$ cat src/rtl/dec_scan_pkg.sv
// dec_scan_pkg: shared types and constants for the decoder scan sequencer.
//   CW / DW      : slot (decoder count) width and dwell counter width
//   slot_t       : one decoder slot index
//   dwell_t      : dwell length / dwell counter value
//   scan_state_t : sequencer states, also exported on the debug state port
//   norm_dwell() : maps a programmed dwell of 0 onto 1
package dec_scan_pkg;

  localparam int CW = 8;
  localparam int DW = 8;

  typedef logic [CW-1:0] slot_t;
  typedef logic [DW-1:0] dwell_t;

  typedef enum logic [1:0] {
    IDLE = 2'd0,
    SCAN = 2'd1,
    GAP  = 2'd2,
    DONE = 2'd3
  } scan_state_t;

  function automatic dwell_t norm_dwell(input dwell_t d);
    return (d == '0) ? dwell_t'(1) : d;
  endfunction

endpackage

$ cat src/rtl/dec_scan_dwell.sv
// dec_scan_dwell: dwell counter for one slot.
//   clk_i   : clock, rising edge
//   rst_ni  : synchronous active-low reset
//   clr_i   : load the counter with 1 (first cycle of a slot follows)
//   en_i    : advance the counter by one
//   limit_i : latched dwell length (never 0)
//   hit_o   : counter equals limit_i, i.e. this is the last dwell cycle
// The counter never passes limit_i because the sequencer leaves SCAN on hit,
// so it cannot wrap.
module dec_scan_dwell
  import dec_scan_pkg::*;
(
  input  logic   clk_i,
  input  logic   rst_ni,
  input  logic   clr_i,
  input  logic   en_i,
  input  dwell_t limit_i,
  output logic   hit_o
);

  dwell_t cnt_q, cnt_d;

  always_comb begin
    cnt_d = cnt_q;
    if (clr_i) begin
      cnt_d = dwell_t'(1);
    end else if (en_i) begin
      cnt_d = cnt_q + dwell_t'(1);
    end
  end

  always_ff @(posedge clk_i) begin
    if (!rst_ni) begin
      cnt_q <= dwell_t'(1);
    end else begin
      cnt_q <= cnt_d;
    end
  end

  assign hit_o = (cnt_q == limit_i);

endmodule

$ cat src/rtl/dec_scan_ctrl.sv
// dec_scan_ctrl: steps the 8-bit count of the 256-line select decoder
// through a programmed slot range, holding sel_en high for dwell cycles
// per slot with a one-cycle dead gap between slots (break-before-make).
//
// Optional feature: define DEC_SCAN_REPEAT_EN to add the rpt_i port; a scan
// started with rpt_i high loops over the range until stop_i.
//
// Ports:
//   clk_i      : clock, rising edge
//   rst_ni     : synchronous active-low reset
//   start_i    : begin a scan (IDLE only; ignored together with stop_i)
//   stop_i     : abort a scan in SCAN or GAP
//   first_i    : first slot, sampled on start
//   last_i     : last slot, sampled on start (last < first wraps 255->0)
//   dwell_i    : cycles per slot, sampled on start (0 acts as 1)
//   rpt_i      : repeat mode, sampled on start (DEC_SCAN_REPEAT_EN only)
//   count_o    : slot index to the decoder
//   sel_en_o   : select enable, high while a slot dwells
//   busy_o     : high in SCAN and GAP
//   done_o     : one-cycle pulse on normal completion
//   aborted_o  : one-cycle pulse when stop ends a scan
//   state_o    : current sequencer state (scan_state_t encoding)
//
// Handshake: start_i is a request accepted on any edge where the block is
// in IDLE and stop_i is low; there is no acknowledge other than busy_o
// rising on the following cycle. Every output comes straight from a
// register or a decode of the state register only.
module dec_scan_ctrl
  import dec_scan_pkg::*;
(
  input  logic          clk_i,
  input  logic          rst_ni,
  input  logic          start_i,
  input  logic          stop_i,
  input  logic [CW-1:0] first_i,
  input  logic [CW-1:0] last_i,
  input  logic [DW-1:0] dwell_i,
`ifdef DEC_SCAN_REPEAT_EN
  input  logic          rpt_i,
`endif
  output logic [CW-1:0] count_o,
  output logic          sel_en_o,
  output logic          busy_o,
  output logic          done_o,
  output logic          aborted_o,
  output logic [1:0]    state_o
);

  scan_state_t state_q, state_d;
  slot_t       count_q, count_d;
  slot_t       first_q, first_d;
  slot_t       last_q,  last_d;
  dwell_t      dwell_q, dwell_d;
  logic        aborted_q, aborted_d;
  logic        dw_clr, dw_en, dw_hit;
  logic        rpt_now;

`ifdef DEC_SCAN_REPEAT_EN
  logic rpt_q, rpt_d;
  assign rpt_now = rpt_q;
`else
  assign rpt_now = 1'b0;
`endif

  dec_scan_dwell u_dwell (
    .clk_i   (clk_i),
    .rst_ni  (rst_ni),
    .clr_i   (dw_clr),
    .en_i    (dw_en),
    .limit_i (dwell_q),
    .hit_o   (dw_hit)
  );

  always_comb begin
    state_d   = state_q;
    count_d   = count_q;
    first_d   = first_q;
    last_d    = last_q;
    dwell_d   = dwell_q;
    aborted_d = 1'b0;
    dw_clr    = 1'b0;
    dw_en     = 1'b0;
`ifdef DEC_SCAN_REPEAT_EN
    rpt_d     = rpt_q;
`endif

    case (state_q)
      IDLE: begin
        if (start_i && !stop_i) begin
          first_d = first_i;
          last_d  = last_i;
          dwell_d = norm_dwell(dwell_i);
`ifdef DEC_SCAN_REPEAT_EN
          rpt_d   = rpt_i;
`endif
          count_d = first_i;
          dw_clr  = 1'b1;
          state_d = SCAN;
        end
      end

      SCAN: begin
        if (stop_i) begin
          aborted_d = 1'b1;
          state_d   = IDLE;
        end else if (dw_hit) begin
          // count only moves on the edge into GAP, so the decoder input is
          // stable for the whole time sel_en is high.
          if (count_q != last_q) begin
            count_d = count_q + slot_t'(1);
            state_d = GAP;
          end else if (rpt_now) begin
            count_d = first_q;
            state_d = GAP;
          end else begin
            state_d = DONE;
          end
        end else begin
          dw_en = 1'b1;
        end
      end

      GAP: begin
        if (stop_i) begin
          aborted_d = 1'b1;
          state_d   = IDLE;
        end else begin
          dw_clr  = 1'b1;
          state_d = SCAN;
        end
      end

      DONE: begin
        // stop is deliberately ignored here so the completion pulse is kept
        state_d = IDLE;
      end

      default: begin
        state_d = IDLE;
      end
    endcase
  end

  always_ff @(posedge clk_i) begin
    if (!rst_ni) begin
      state_q   <= IDLE;
      count_q   <= '0;
      first_q   <= '0;
      last_q    <= '0;
      dwell_q   <= dwell_t'(1);
      aborted_q <= 1'b0;
    end else begin
      state_q   <= state_d;
      count_q   <= count_d;
      first_q   <= first_d;
      last_q    <= last_d;
      dwell_q   <= dwell_d;
      aborted_q <= aborted_d;
    end
  end

`ifdef DEC_SCAN_REPEAT_EN
  always_ff @(posedge clk_i) begin
    if (!rst_ni) begin
      rpt_q <= 1'b0;
    end else begin
      rpt_q <= rpt_d;
    end
  end
`endif

  assign count_o   = count_q;
  assign sel_en_o  = (state_q == SCAN);
  assign busy_o    = (state_q == SCAN) || (state_q == GAP);
  assign done_o    = (state_q == DONE);
  assign aborted_o = aborted_q;
  assign state_o   = state_q;

endmodule

$ cat config.mk
export PLATFORM = sky130hd
export DESIGN_NAME = dec_scan_ctrl
export DESIGN_NICKNAME = d
export VERILOG_FILES = /design/src/rtl/dec_scan_pkg.sv /design/src/rtl/dec_scan_dwell.sv /design/src/rtl/dec_scan_ctrl.sv
export SDC_FILE = /design/constraint.sdc
export NUM_CORES = 1
export LEC_CHECK = 0
export BUFFER_PORTS_ARGS = -buffer_cell sky130_fd_sc_hd__buf_4
export CAP_MARGIN = 0
export CORE_MARGIN = 1.5
export CORE_UTILIZATION = 50
export CTS_CLUSTER_DIAMETER = 60
export DETAILED_ROUTE_END_ITERATION = 10
export MAX_ROUTING_LAYER = met4
export PLACE_DENSITY = 0.86
export RECOVER_POWER = 50
export SLEW_MARGIN = 10
export SYNTH_ARGS = -nofsm -noshare
export SYNTH_HDL_FRONTEND = slang
export SYNTH_SLANG_ARGS = --single-unit
$ cat constraint.sdc
create_clock -name clk_i -period 2.2 [get_ports clk_i]
set_input_delay 0.22 -clock clk_i [delete_from_list [all_inputs] [get_ports clk_i]]
set_output_delay 0.22 -clock clk_i [all_outputs]
set_load 0.02 [all_outputs]
==> flow_summary.json <==
{
  "ant_nets": 0,
  "synth.distinct_cells": 45,
  "final.period_utilization": 0.926,
  "chipWidth_um": 64.6,
  "fillers": 339,
  "gp_congestion": 0.866,
  "syn_to_final_growth_pct": 21.6,
  "design_area_um2": 2310,
  "root_buffer": "clkbuf_8",
  "r2r_slack_ps": 160,
  "fin_skew_ps": 5.26,
  "fin_nets": 310,
  "cp_max_fo": 7,
  "synth_nets": 267,
  "crit_end": "u_dwell.cnt_q[6]",
  "p_leak_nw": 0.925,
  "dp_hpwl_mm": 3.26,
  "vdd_ir_drop_max_uv": 590,
  "ys_ff_latch": 35,
  "async_reset_ff_frac": 0,
  "cp.arrival_ps": 2260,
  "num_rows": 22,
  "grt_pass1_wl_mm": 7.48,
  "via_per_inst": 5.56,
  "port_buffers": 41,
  "pwr-share-comb": 0.457,
  "slew_viol_final": 0,
  "antenna_found_initial": 0,
  "power_switching_w": 0.00105,
  "num_vias": 1802,
  "avgSynthCellArea_um2": 8.19,
  "reg2reg_from": "state_o[1]",
  "r2r_cells": 7,
  "cp-end-kind": "flop",
  "die_area_um2": 4180,
  "routed_wl_mm": 4.46,
  "ys_warn_count": 0,
  "wl_per_cell_um": 13.8,
  "drt_first_pass_iters": 4,
  "period_minus_slack_ps": 2040,
  "fin_tns_setup_ps": 0,
  "place_area_um2": 2250,
  "setup_viol_count_final": 0,
  "cts_buffers": 5,
  "synth_flop_cell": "dfxtp_1",
  "p_clk_frac": 0.204,
  "cts_sinks": 35,
  "hold_viol": 0,
  "cts.clk_slew.worst_paths_ps": 70,
  "crit_required_ps": 2420,
  "power_density_nw_per_um2": 1080,
  "cts_tree": "built",
  "cts.path.max_buffers": 2,
  "crit_type": "flop to flop",
  "maxCapViolations": 0,
  "cts_max_level": 2,
  "reg2reg_to": "u_dwell.cnt_q[6]",
  "worstMarginPinSlew_ps": 723,
  "grt_pass1_vias": 1614,
  "n_antenna_cell": 0,
  "p_seq_frac": 0.339,
  "grt_setup_unrepaired": "no",
  "p_int_w": 0.00144,
  "fmax_mhz": 491,
  "mappedNetlistArea_um2": 1900,
  "relSlewSlack": 0.517,
  "overflow": 0,
  "drt_iter0_markers": 132,
  "die_h_um": 64.6,
  "synth_edf_count": 0,
  "core_um2": 3660,
  "outcome": "finished, final reports clean",
  "drc_errors": 0,
  "clk_latency_ps": 290,
  "syn_inst": 232,
  "grt_max_degree": 24,
  "ys_seq_area_frac": 0.369,
  "ios": 42,
  "grt_util_all_layers": 0.241,
  "sw_frac_of_total": 0.422,
  "start_util": 0.519,
  "crit_path_start": "state_o[1]",
  "drive_above_1_share": 0.185,
  "critPathLaunchType": "flop",
  "hold_class": "primary input to flop"
}
## synthesized netlist by cell type, types with 2 or more instances
| cell | count | share of area |
|---|---|---|
| nand2_1 | 44 | 0.087 |
| dfxtp_1 | 35 | 0.37 |
| a21oi_1 | 25 | 0.066 |
| xor2_1 | 10 | 0.046 |
| nor2_1 | 9 | 0.018 |
| xnor2_1 | 8 | 0.037 |
| ha_1 | 7 | 0.046 |
| inv_1 | 7 | 0.014 |
| and3_1 | 6 | 0.020 |
| clkbuf_1 | 6 | 0.012 |
| nand3_1 | 6 | 0.016 |
| o21ai_0 | 6 | 0.016 |
| mux2i_1 | 5 | 0.026 |
| nor3_1 | 5 | 0.013 |
| a31oi_1 | 4 | 0.013 |
| or3_1 | 4 | 0.013 |
| a22oi_1 | 3 | 0.012 |
| nand4_1 | 3 | 0.0099 |
| nor4_2 | 3 | 0.020 |
| a21o_1 | 2 | 0.0079 |
| a311oi_1 | 2 | 0.0092 |
| nand2b_1 | 2 | 0.0066 |
| nand4_2 | 2 | 0.013 |
| nor2_2 | 2 | 0.0066 |
| nor4_1 | 2 | 0.0066 |
| o2111ai_1 | 2 | 0.0092 |
| o211ai_1 | 2 | 0.0079 |
| o22ai_1 | 2 | 0.0066 |
| or2_2 | 2 | 0.0066 |
## worst min-delay path by stage
| stage | startpoint | endpoint | slack, ps | cells after the start |
|---|---|---|---|---|
| floorplan | dwell_i[1] | dwell_q[1] | 360 | 2 |
| global placement | last_q[7] | last_q[7] | 460 | 2 |
| detailed placement | last_q[5] | last_q[5] | 460 | 2 |
| CTS | last_i[4] | last_q[4] | 170 | 3 |
| global route | last_i[2] | last_q[2] | 170 | 3 |
| finish | last_i[4] | last_q[4] | 180 | 3 |
## cell type report
class,count,area [um^2],area share
Clock buffer,8,100,0.0433
Inverter,7,26.3,0.0114
Multi-Input combinational cell,181,1140,0.492
Sequential cell,35,701,0.303
Tap cell,48,60.1,0.0260
Timing Repair Buffer,45,285,0.124
## registers in the layout, summed over array words and instances, names as in the netlist
| register | cells |
|---|---|
| count_o | 8 |
| dwell_q | 8 |
| last_q | 8 |
| u_dwell.cnt_q | 8 |
| state_o | 2 |
| aborted_o | 1 |
## logic make-up after synthesis
logic type	Yosys count	share of synthesized area
fa+ha+maj	7	0.0461
flops	35	0.369
buf+inv	16	0.0362
xor+xnor	18	0.0830
mux	6	0.0323
simple gates	96	0.259
compound gates	54	0.175
## routing by layer
| layer | track usage | part of all wire | vias up |
|---|---|---|---|
| met5 | - | 0 | - |
| met4 | 0.0824 | 0.014 | 0 |
| met3 | 0.0781 | 0.053 | 7 |
| met2 | 0.357 | 0.46 | 47 |
| met1 | 0.312 | 0.47 | 840 |
| li1 | - | - | 908 |
## repair_timing
item                                    CTS  global route
setup buffers                             0             0
hold buffers                              0             0
endpoints found under the setup margin    0             8
resized for setup                         0             2
## critical path, cell delays in order (launching register included)
cell and delay [ps]:
dfxtp_1 360, inv_1 120, ha_1 190, inv_1 130
nor2_1 310, o2111ai_1 290, or3_1 410, a21oi_1 150
## power by group through the flow
stage	clock network, W	logic, W	registers (W)
global route	0.000558	0.00125	0.000856
CTS	0.000523	0.00117	0.000842
finish	0.000508	0.00114	0.000842
global placement	0	0.00113	0.000851
floorplan	0	0.000779	0.000905
detailed placement	0	0.00116	0.000857
## metrics by stage
| step | hold slack (ps) | utilization | instances | worst slack [ps] | power [W] |
|---|---|---|---|---|---|
| finish | 179 | 0.631 | 324 | 162 | 0.00249 |
| detailed placement | 463 | 0.616 | 316 | 123 | 0.00201 |
| global route | 169 | 0.631 | 324 | 33.1 | 0.00266 |
| CTS | 168 | 0.643 | 324 | 116 | 0.00253 |
| floorplan | 356 | - | 232 | 163 | 0.00168 |
| global placement | 457 | 0.616 | 316 | 239 | 0.00198 |
## cells in the final DEF, fill, tap and decap left out, drive strengths merged, types with 4 or more instances in the layout
cell type | Yosys | layout
a21oi | 25 | 25
a31oi | 4 | 4
and3 | 6 | 6
buf | 3 | 31
clkbuf | 6 | 22
dfxtp | 35 | 35
ha | 7 | 7
inv | 7 | 7
mux2i | 5 | 5
nand2 | 44 | 44
nand3 | 6 | 6
nand4 | 5 | 5
nor2 | 11 | 11
nor3 | 5 | 5
nor4 | 5 | 5
o21ai | 8 | 8
or3 | 4 | 4
xnor2 | 8 | 8
xor2 | 10 | 10
Power figures use the tool's default switching activity.
